--- config.mk ---
export PLATFORM = sky130hd
export DESIGN_NAME = pmp_match_core
export DESIGN_NICKNAME = d
export VERILOG_FILES = /design/src/rtl/pmp_pkg.sv /design/src/rtl/pmp_window_cmp.sv /design/src/rtl/pmp_match_core.sv
export SDC_FILE = /design/constraint.sdc
export NUM_CORES = 1
export LEC_CHECK = 0
export CORE_ASPECT_RATIO = 0.8
export CORE_MARGIN = 5
export CORE_UTILIZATION = 25
export DETAILED_ROUTE_END_ITERATION = 8
export HOLD_SLACK_MARGIN = 0.12
export SYNTH_ARGS = -nofsm -noshare
export SYNTH_HDL_FRONTEND = slang
export SYNTH_HIERARCHICAL = 1
export SYNTH_SLANG_ARGS = --single-unit
--- constraint.sdc ---
create_clock -name clk -period 14.1 [get_ports clk]
set_clock_uncertainty 0.15 [all_clocks]
set_input_delay 2.82 -clock clk [delete_from_list [all_inputs] [get_ports clk]]
set_output_delay 2.82 -clock clk [all_outputs]
set_load 0.02 [all_outputs]
--- src/rtl/pmp_pkg.sv ---
// pmp_pkg: shared state encoding and default sizing for the PMP pattern matcher.
package pmp_pkg;
  typedef enum logic [1:0] {IDLE, SCAN, DONE} state_t;
  localparam int MAX_PAT_DEF = 8;
  localparam int CHAR_W_DEF = 8;
endpackage

--- src/rtl/pmp_window_cmp.sv ---
// pmp_window_cmp: sliding window of recent text chars compared against the pattern.
// hit reflects the window as it will look after the current char shifts in.
module pmp_window_cmp
  import pmp_pkg::*;
#(
  parameter int MAX_PAT = MAX_PAT_DEF,
  parameter int CHAR_W = CHAR_W_DEF,
  parameter int LEN_W = $clog2(MAX_PAT + 1),
  parameter int IDX_W = $clog2(MAX_PAT)
) (
  input  logic                             clk,
  input  logic                             reset,
  input  logic                             clr,
  input  logic                             shift,
  input  logic [CHAR_W-1:0]                din,
  input  logic [MAX_PAT-1:0][CHAR_W-1:0]   pattern,
  input  logic [LEN_W-1:0]                 pat_len,
  output logic                             hit
);
  logic [MAX_PAT-1:0][CHAR_W-1:0] win, nxt;
  assign nxt = {win[MAX_PAT-2:0], din};
  always_ff @(posedge clk) begin
    if (reset || clr) win <= '0;
    else if (shift) win <= nxt;
  end
  // pattern char k lines up with the window slot pat_len-1-k (oldest char first)
  always_comb begin
    hit = 1'b1;
    for (int k = 0; k < MAX_PAT; k++)
      if (LEN_W'(k) < pat_len && nxt[IDX_W'(pat_len - LEN_W'(k) - LEN_W'(1))] != pattern[k]) hit = 1'b0;
  end
endmodule

--- src/rtl/pmp_match_core.sv ---
// pmp_match_core: streaming pattern matcher counting overlapping occurrences in a text.
module pmp_match_core
  import pmp_pkg::*;
#(
  parameter int MAX_PAT = MAX_PAT_DEF,
  parameter int CHAR_W = CHAR_W_DEF,
  parameter int CNT_W = 16
) (
  input  logic                           clk,
  input  logic                           reset,
  input  logic                           start,
  input  logic [$clog2(MAX_PAT+1)-1:0]   pat_len,
  input  logic                           pat_we,
  input  logic [$clog2(MAX_PAT)-1:0]     pat_idx,
  input  logic [CHAR_W-1:0]              pat_data,
  input  logic                           txt_valid,
  output logic                           txt_ready,
  input  logic [CHAR_W-1:0]              txt_data,
  input  logic                           txt_last,
  output logic                           busy,
  output logic                           done,
  output logic                           err,
  output logic                           found,
  output logic                           match_pulse,
  output logic [CNT_W-1:0]               match_count,
  output logic [CNT_W-1:0]               first_pos
);
  localparam int LEN_W = $clog2(MAX_PAT + 1);
  localparam int IDX_W = $clog2(MAX_PAT);
  state_t state, state_nxt;
  logic [MAX_PAT-1:0][CHAR_W-1:0] pattern;
  logic [LEN_W-1:0] len_q;
  logic [CNT_W-1:0] pos;
  logic [CNT_W:0] seen;
  logic accept, legal, hit, match;
  assign legal = pat_len != '0 && pat_len <= LEN_W'(MAX_PAT);
  assign txt_ready = state == SCAN;
  assign busy = state == SCAN;
  assign done = state == DONE;
  assign accept = txt_valid && txt_ready;
  // one extra bit so a saturated pos still admits matches
  assign seen = {1'b0, pos} + (CNT_W+1)'(1);
  assign match = accept && hit && seen >= (CNT_W+1)'(len_q);
  always_comb
    state_nxt = start ? (legal ? SCAN : DONE) : (state == SCAN && accept && txt_last) ? DONE : state;
  pmp_window_cmp #(.MAX_PAT(MAX_PAT), .CHAR_W(CHAR_W), .LEN_W(LEN_W), .IDX_W(IDX_W)) u_win (
    .clk(clk),
    .reset(reset),
    .clr(start),
    .shift(accept),
    .din(txt_data),
    .pattern(pattern),
    .pat_len(len_q),
    .hit(hit)
  );
  always_ff @(posedge clk) begin
    if (reset) begin
      state <= IDLE;
      pattern <= '0;
      len_q <= '0;
      pos <= '0;
      match_count <= '0;
      first_pos <= '0;
      found <= 1'b0;
      match_pulse <= 1'b0;
      err <= 1'b0;
    end else begin
      state <= state_nxt;
      if (pat_we && state != SCAN) pattern[pat_idx] <= pat_data;
      match_pulse <= !start && match;
      if (start) begin
        len_q <= pat_len;
        pos <= '0;
        match_count <= '0;
        first_pos <= '0;
        found <= 1'b0;
        err <= !legal;
      end else if (accept) begin
        pos <= &pos ? pos : pos + CNT_W'(1);
        if (match) begin
          match_count <= &match_count ? match_count : match_count + CNT_W'(1);
          found <= 1'b1;
          if (!found) first_pos <= pos - CNT_W'(len_q) + CNT_W'(1);
        end
      end
    end
  end
endmodule

# == After elaboration in Yosys (flattened, before gate mapping) ==
# Cells that the tools add are included.
# classes
n_addsub,19
n_lt_le_gt_ge,20
n_eq_ne,11
mux,30
bitwise,3
reduce_logical,29
# ops
cell,n
$bmux W8 S3,8
$mux W8,9
$bwmux W64,1
$ne A8 B8 Y1,8
$add A16 B1 Y16 const B,3
$lt A3 B4 Y1 const B,9
$reduce_and A16 Y1,2
$demux W8 S3,1
$sub A3 B1 Y3 const B,8
$add A16 B1 Y17 const B,1
$ge A17 B4 Y1,1
$logic_and A1 B1 Y1,17
$lt A3 B4 Y1 const A,4
$sub A16 B4 Y16,1
$sub A3 B3 Y3 const B,4
$lt A1 B4 Y1 const A,2
$lt A2 B4 Y1 const A,2
$mux W1,8
$mux W2,3
$reduce_and A3 Y1,2
$sub A3 B2 Y3 const B,2
$le A4 B4 Y1 const B,1
$reduce_and A2 Y1,2
$reduce_bool A4 Y1,1
9 further kinds,12
# totals
reg_bits,177
input_bits,29
output_inout_bits,38
elab_cells,135

# == Longest topological paths before layout ==
# Gate-level depths: netlist of run 1.
# depth
depth_word,16
mapped_depth,24

# == Modules after synthesis ==
# Netlist of run 1, hierarchy kept.
# modules_own_cells
mod,instances,cells_per_inst,area_each_um2,seq_area_each_um2
pmp_window_cmp,1,626,6466.2,1121.1
pmp_match_core,1,714,6020.8,2422.3

# == Worst setup path after synthesis of run 1 ==
# Ideal clock, no wire load.
# synth_timing
path_kind,input to register
from,input port txt_data[5]
to,register match_count[10]
setup_time_ns,0.070
arrival_time_ns,5.747
required_time_ns,13.880
slack_ns,8.133
path_stages,13
path_cell_list,mux4_2 -> mux2i_1 -> xnor2_1 -> nor4_1 -> nand2_1 -> o32ai_1 -> a211oi_1 -> nor4_2 -> nand2_1 -> clkbuf_1 -> or4_1 -> or3_1 -> a21oi_1
# synth_via
elab_chain_cells,15
# synth_rtl
element,line,rtl
from (decl),pmp_match_core.sv:18,"input logic [CHAR_W-1:0] txt_data,"
$bmux W8 S3,pmp_window_cmp.sv:30,if (LEN_W'(k) < pat_len && nxt[IDX_W'(pat_len - LEN_W'(k) - LEN_W'(1))] != pattern[k]) hit = 1'b0;
$mux W8 (not written as such),pmp_window_cmp.sv:30,
$ne A8 B8 Y1,pmp_window_cmp.sv:30,
$logic_and A1 B1 Y1,pmp_window_cmp.sv:30,
$mux W1 (7 in series),pmp_window_cmp.sv:30,
$mux W1 *,pmp_window_cmp.sv:30,
net hit,pmp_match_core.sv:35,"logic accept, legal, hit, match;"
$logic_and A1 B1 Y1 * (2 in series),pmp_match_core.sv:43,assign match = accept && hit && seen >= (CNT_W+1)'(len_q);
$reduce_and A3 Y1 (no line) *,--,
to (signal assigned),pmp_match_core.sv:81,match_count <= &match_count ? match_count : match_count + CNT_W'(1);
to (decl),pmp_match_core.sv:25,"output logic [CNT_W-1:0] match_count,"
# Mark *: on every way through the listed nets, which the timed path passes. The rest lies on a longest branch. The select of a mux whose other input is x is not followed.
# A chain may end at the register's enable or synchronous reset.

# == Worst setup path in the final report of run 1 ==
# layout_timing
from,input port txt_data[3]
to,register match_count[4]
# The elaborated chain is that of the path after synthesis.

==> impl_metrics.tcl, run 1 <==
set metrics [dict create \
    clock_latency_ns 0.45 \
    postSynth.asyncResetShare 0 \
    syn_nets 1408 \
    stdcell_area_sq_mm 0.01427 \
    initial_core_util 0.2518 \
    seq_area_frac_synth 0.2838 \
    synth_most_common_cell "mux2i_1" \
    crit_fanout 12 \
    diodes 0 \
    cts_tree "yes" \
    clk_pin_slew_worst_paths_ns 0.07 \
    die_area_sq_mm 0.05455 \
    worstHoldStart "first_pos[11]" \
    place.gp.congestion 0.9005 \
    crit_buf_inv 1 \
    ir_drop_mv 0.07584 \
    yosys-top-cells-count "mux2i_1, dfxtp_1, nor2_1, nand2_1, mux4_2" \
    crit_arrival_ns 7.41 \
    pin_count 67 \
    report.final.slew_viol_count 0 \
    grt_setup_unrepaired "false" \
    htreeDepth 4 \
    drive_gt1_frac 0.1043 \
    critPathMaxStageDelay_ns 0.77 \
    port-buffer-count 66 \
    finalSetupTns_ns 0 \
    cap_violations 0 \
    post_cts_buffers 0 \
    critPathKind "in -> reg" \
    postCtsHoldBufs 0 \
    antenna_found_initial 1 \
    rows 73 \
    grt_max_degree 77 \
    yosysWarnings 6 \
    ys_dominant_reg_cell "dfxtp_1" \
    netlist_instances 1340 \
    tightest_slew_ns 1.305 \
    vias 10434 \
    cts_made_buffers 17 \
    area_delta_synth_final_pct 14.27 \
    cts-resized-gates 0 \
    firstDrtPassIters 5 \
    yosysTopAreaCell "dfxtp_1" \
    synthDominantCellAreaShare 0.2838 \
    hold_path_end "first_pos[11]" \
    ff2ff_path_depth 15 \
    cp-start-kind "input port" \
    dieWidth_um 259.9 \
    cp_slowest_cell "or4b_2" \
    placedInstanceArea_sq_mm 0.01367 \
    ys_seq_elements 177 \
    hold_viol_final 0 \
    root_buffer "clkbuf_16" \
    yosys-top-cells-area "dfxtp_1, mux2i_1, mux4_2" \
    drt_wl_total_mm 36.60 \
    cp_cell_sequence "clkdlybuf4s50_1, mux2i_1, mux4_2, xnor2_1, nor4_1, nand2_1, o32ai_1, a211oi_1, nor4_2, nand2_1, or4b_2, or3_1, a21oi_1" \
    routedWlPerCell_um 18.05 \
    reg2reg_from "len_q[0]" \
    setup_viol 0 \
    synth-edff-count 0 \
    drcViolationCount 0 \
    relSlewSlack 0.1301 \
    drt-vias-per-instance 5.148 \
    cp_top_family "simple AND/OR/NAND/NOR gates" \
    post-route-min-period_ns 7.188 \
    status "finished, final reports clean" \
    fmax_ghz 0.1391 \
    post-route-period-util 0.5098 \
    min_path_cells 2 \
    leakage_uw 0.005006 \
    r2r_setup_slack_ns 7.61 \
    end_kind "flip-flop" \
    grt_pass1_vias 9858 \
    power_uw 1235 \
    cts_max_path_buffers 2 \
    track_usage 0.1323 \
    grt_pass1_wl_mm 58.13 \
    antenna_left 0 \
    synth_cell_type_count 67 \
    die_h_um 209.9 \
    avgSynthCellArea_sq_um 9.319 \
    clkSinkCount 177 \
    worstReg2RegEnd "match_count[4]" \
    synthesis.area_sq_mm 0.01249 \
    crit_top_cell "nand2_1" \
    p_per_area_mw_per_mm2 86.57 \
    post-route-util 0.2877 \
    gr-total-overflow 0 \
    drt_iter0_drc 855 \
    hpwl_mm 26.07 \
    required_ns 14.32 \
    hold_class "reg -> reg" \
    core_area_sq_mm 0.04960 \
    finalNetCount 1407 \
]
## worst min-delay path, cell delays in order, from the launching register on
cell and delay, ns:
dfxtp_1 0.32, nand2_1 0.05, mux2i_1 0.05
## report_power, final
group | total, uW | switching (uW) | internal [uW]
Sequential | 512 | 6.72 | 505
Clock | 499 | 231 | 268
Combinational | 224 | 133 | 91.4
Total | 1240 | 371 | 865
## layer usage
metal,share of wire,track usage,up-vias,wire length (um)
met1,0.48,0.1926,5170,17480
met5,0.00019,0,-,7
met4,0.017,0.03515,2,619
li1,-,-,4896,-
met3,0.058,0.02177,43,2131
met2,0.45,0.2037,323,16360
## kinds of logic (layout without fill, tap and decap cells)
group | after synthesis | count (layout) | synth area share
flip-flops | 177 | 177 | 0.2838
XOR/XNOR | 99 | 99 | 0.07214
buffers and inverters | 126 | 138 | 0.04529
multiplexers | 291 | 291 | 0.3020
AO/OA/AOI/OAI | 167 | 167 | 0.08207
adder cells (fa/ha/maj) | 39 | 39 | 0.03968
AND/OR/NAND/NOR | 441 | 441 | 0.1751
## state kept, by name (all words and copies together) (netlist names)
| signal | cells |
|---|---|
| state | 2 |
| match_count | 16 |
| pattern | 64 |
| found | 1 |
| first_pos | 16 |
| match_pulse | 1 |
| pos | 16 |
| len_q | 4 |
| u_win/nxt | 56 |
| err | 1 |
## area by class of cell
class                           count  area, sq um
Clock buffer                       18        429.2
Inverter                           29        108.9
Fill cell                        5147        35330
Multi-Input combinational cell   1037         8426
Timing Repair Buffer               77        738.2
Clock inverter                     14        172.7
Sequential cell                   177         3550
Tap cell                          675        844.6
## worst max-delay path by stage
| stage | from | slack, ns | cells past startpoint | to |
|---|---|---|---|---|
| final | txt_data[3] | 6.91 | 13 | match_count[4] |
| after global routing | txt_data[6] | 6.62 | 15 | first_pos[15] |
| after CTS | txt_data[3] | 7.01 | 15 | first_pos[8] |
| after global placement | txt_data[3] | 6.66 | 15 | first_pos[8] |
| after floorplan | txt_data[5] | 8.13 | 13 | match_count[10] |
| after detailed placement | txt_data[3] | 6.55 | 15 | first_pos[2] |
## metrics by stage
stage,hold WS [ns],cells,worst slack (ns)
after floorplan,0.2915,1340,8.133
after global placement,0.3029,1995,6.655
after detailed placement,0.3142,1995,6.551
after CTS,0.3240,2027,7.012
after global routing,0.3492,2027,6.624
final,0.3204,2027,6.912
## cell usage in the layout, fill, tap and decap left out, drive strengths merged, types with 13 or more instances in the layout
master / synthesis / layout
a21oi: 67 / 67
clkbuf: 54 / 18
clkdlybuf4s50: 0 / 65
dfxtp: 177 / 177
ha: 38 / 38
inv: 29 / 35
mux2i: 217 / 217
mux4: 68 / 68
nand2: 77 / 77
nand3: 62 / 62
nand4: 19 / 19
nor2: 143 / 143
nor3: 26 / 26
nor3b: 13 / 13
nor4: 14 / 14
o21ai: 40 / 40
or3: 28 / 28
xnor2: 69 / 69
xor2: 30 / 30
Power figures use the tool's default switching activity.
==> run 2, diff against run 1 <==
==> constraint.sdc (replaced) <==
create_clock -name clk -period 6.5 [get_ports clk]
set_clock_uncertainty 0.15 [all_clocks]
set_input_delay 1.3 -clock clk [delete_from_list [all_inputs] [get_ports clk]]
set_output_delay 1.3 -clock clk [all_outputs]
set_load 0.02 [all_outputs]
==> run 2 against run 1 <==
Total power increased by 120%; setup slack got worse by 5.9 ns; global-route usage about the same; sequential share of layout area decreased by 0.11 points; wire length decreased by 0.13%; sequential cell count unchanged; die area unchanged; count of clock-buffer cells in the layout decreased by 1; cell count increased by 0.54%; hold slack got worse by 0.0014 ns; critical path depth increased by 3; largest power group unchanged.
==> impl_metrics.tcl, run 2 (synthesis gave the netlist of run 1 again) <==
set metrics [dict create \
    finalSetupTns_ns 0 \
    final_common_cell "mux2i_1" \
    report.final.slew_viol_count 0 \
    postCtsHoldBufs 0 \
    diodes 0 \
    gr-total-overflow 0 \
    drt-vias-per-instance 5.109 \
    p_per_area_mw_per_mm2 185.4 \
    clk_pin_slew_worst_paths_ns 0.07 \
    post-route-period-util 0.8457 \
    drt_wl_total_mm 36.55 \
    crit_fanout 55 \
    drcViolationCount 0 \
    timing.hold.ws_ns 0.3190 \
    crit_arrival_ns 5.70 \
    hold_viol_final 0 \
    drt_iter0_drc 744 \
    cts_tree "yes" \
    post-route-min-period_ns 5.497 \
    cts-resized-gates 0 \
    port-buffer-count 66 \
    post_cts_buffers 0 \
    firstDrtPassIters 5 \
    multi_input_area_sq_mm 0.008414 \
    routedWlPerCell_um 17.93 \
    clock_latency_ns 0.45 \
    die_area_sq_mm 0.05455 \
    cp-start-kind "flip-flop" \
    grt_pass1_vias 10014 \
    cts_made_buffers 17 \
    setup_viol 0 \
    core_area_sq_mm 0.04960 \
    grt_pass1_wl_mm 58.14 \
    drive_gt1_frac 0.1123 \
    antenna_left 0 \
    required_ns 6.71 \
    largest_register_ffs 64 \
    pin_count 67 \
    dieWidth_um 259.9 \
    grt_max_degree 77 \
    htreeDepth 4 \
    clkSinkCount 177 \
    critPathKind "reg -> reg" \
    place.gp.congestion 0.8956 \
    hpwl_mm 26.46 \
    area.sequential_sq_mm 0.003550 \
    leakage_uw 0.005052 \
    finalNetCount 1418 \
    cts_max_path_buffers 2 \
    die_h_um 209.9 \
    relSlewSlack 0.1513 \
    vias 10413 \
    antenna_found_initial 1 \
    rows 73 \
    n_fill_cell 5132 \
    fmax_ghz 0.1819 \
    tightest_slew_ns 1.273 \
    final_cell_mix "mux2i_1, dfxtp_1, nor2_1, nand2_1, mux4_2" \
    cap_violations 0 \
    area_delta_synth_final_pct 14.77 \
    initial_core_util 0.2518 \
    grt_setup_unrepaired "false" \
    ir_drop_mv 0.1511 \
    hold_class "reg -> reg" \
    status "finished, final reports clean" \
    track_usage 0.1321 \
    root_buffer "clkbuf_16" \
    end_kind "flip-flop" \
    max_flop_register "pattern" \
]
[run 2: cell types whose count changed in the layout (fill, tap and decap cells not counted), sizes merged]
cell,change
inv,+3
clkbuf,-1
clkinvlp,+1
bufinv,-1
buf,+11
clkinv,-2
[run 2: where the power goes]
group	internal [uW]	leakage, uW	switching, uW	total, uW
clock network	548	0.000286	511	1060
registers	1100	0.00143	18.8	1110
logic	202	0.00334	281	483
total	1850	0.00505	811	2660
[run 2: worst paths after layout]
path	startpoint	depth (start not counted)	slack (ns)	endpoint
setup / recovery	len_q[0]	16	1.00	match_count[6]
hold / removal	first_pos[11]	2	0.32	first_pos[11]
setup reg to reg	len_q[0]	16	1.00	match_count[6]
hold reg to reg	first_pos[11]	2	0.32	first_pos[11]
[run 2: through the flow]
step / setup WS (ns) / total power (uW) / cells / util / instance area [sq um]
3_5_place_dp: 0.7352 / 1619 / 2006 / 0.2770 / 13740
5_1_grt: 0.5577 / 2767 / 2038 / 0.2890 / 14330
4_1_cts: 0.8943 / 2674 / 2038 / 0.2890 / 14330
3_3_place_gp: 0.8304 / 1611 / 2006 / 0.2770 / 13740
6_report: 1.003 / 2657 / 2038 / 0.2890 / 14330
2_1_floorplan: 0.9364 / 1490 / 1340 / - / 12490
[run 2: worst max-delay path: stages, from the launching register on]
cell and delay, ns:
dfxtp_4 0.61, inv_1 0.15, ha_4 0.81, buf_4 0.30, mux2i_1 0.31, mux4_2 0.31, or2_2 0.12, o211ai_1 0.09
or4_4 0.46, a2111oi_2 0.30, nor3_1 0.11, nor4_2 0.36, nand2_1 0.13, buf_4 0.20, or4_1 0.53, or3_1 0.32
a21oi_1 0.15
[run 2: layer usage]
metal | vias to the layer above | wire (um) | track usage
li1 | 4899 | - | -
met1 | 5173 | 16940 | 0.1850
met2 | 297 | 16440 | 0.2056
met3 | 42 | 2479 | 0.02923
met4 | 2 | 677 | 0.03698
met5 | - | 7 | 0
[run 2: area by class of cell]
cell class / instances / area share
multi-input combinational: 1037 / 0.5871
sequential: 177 / 0.2477
tap: 675 / 0.05893
timing repair buffer: 88 / 0.05727
clock buffer: 17 / 0.02968
clock inverter: 15 / 0.01170
inverter: 29 / 0.007596
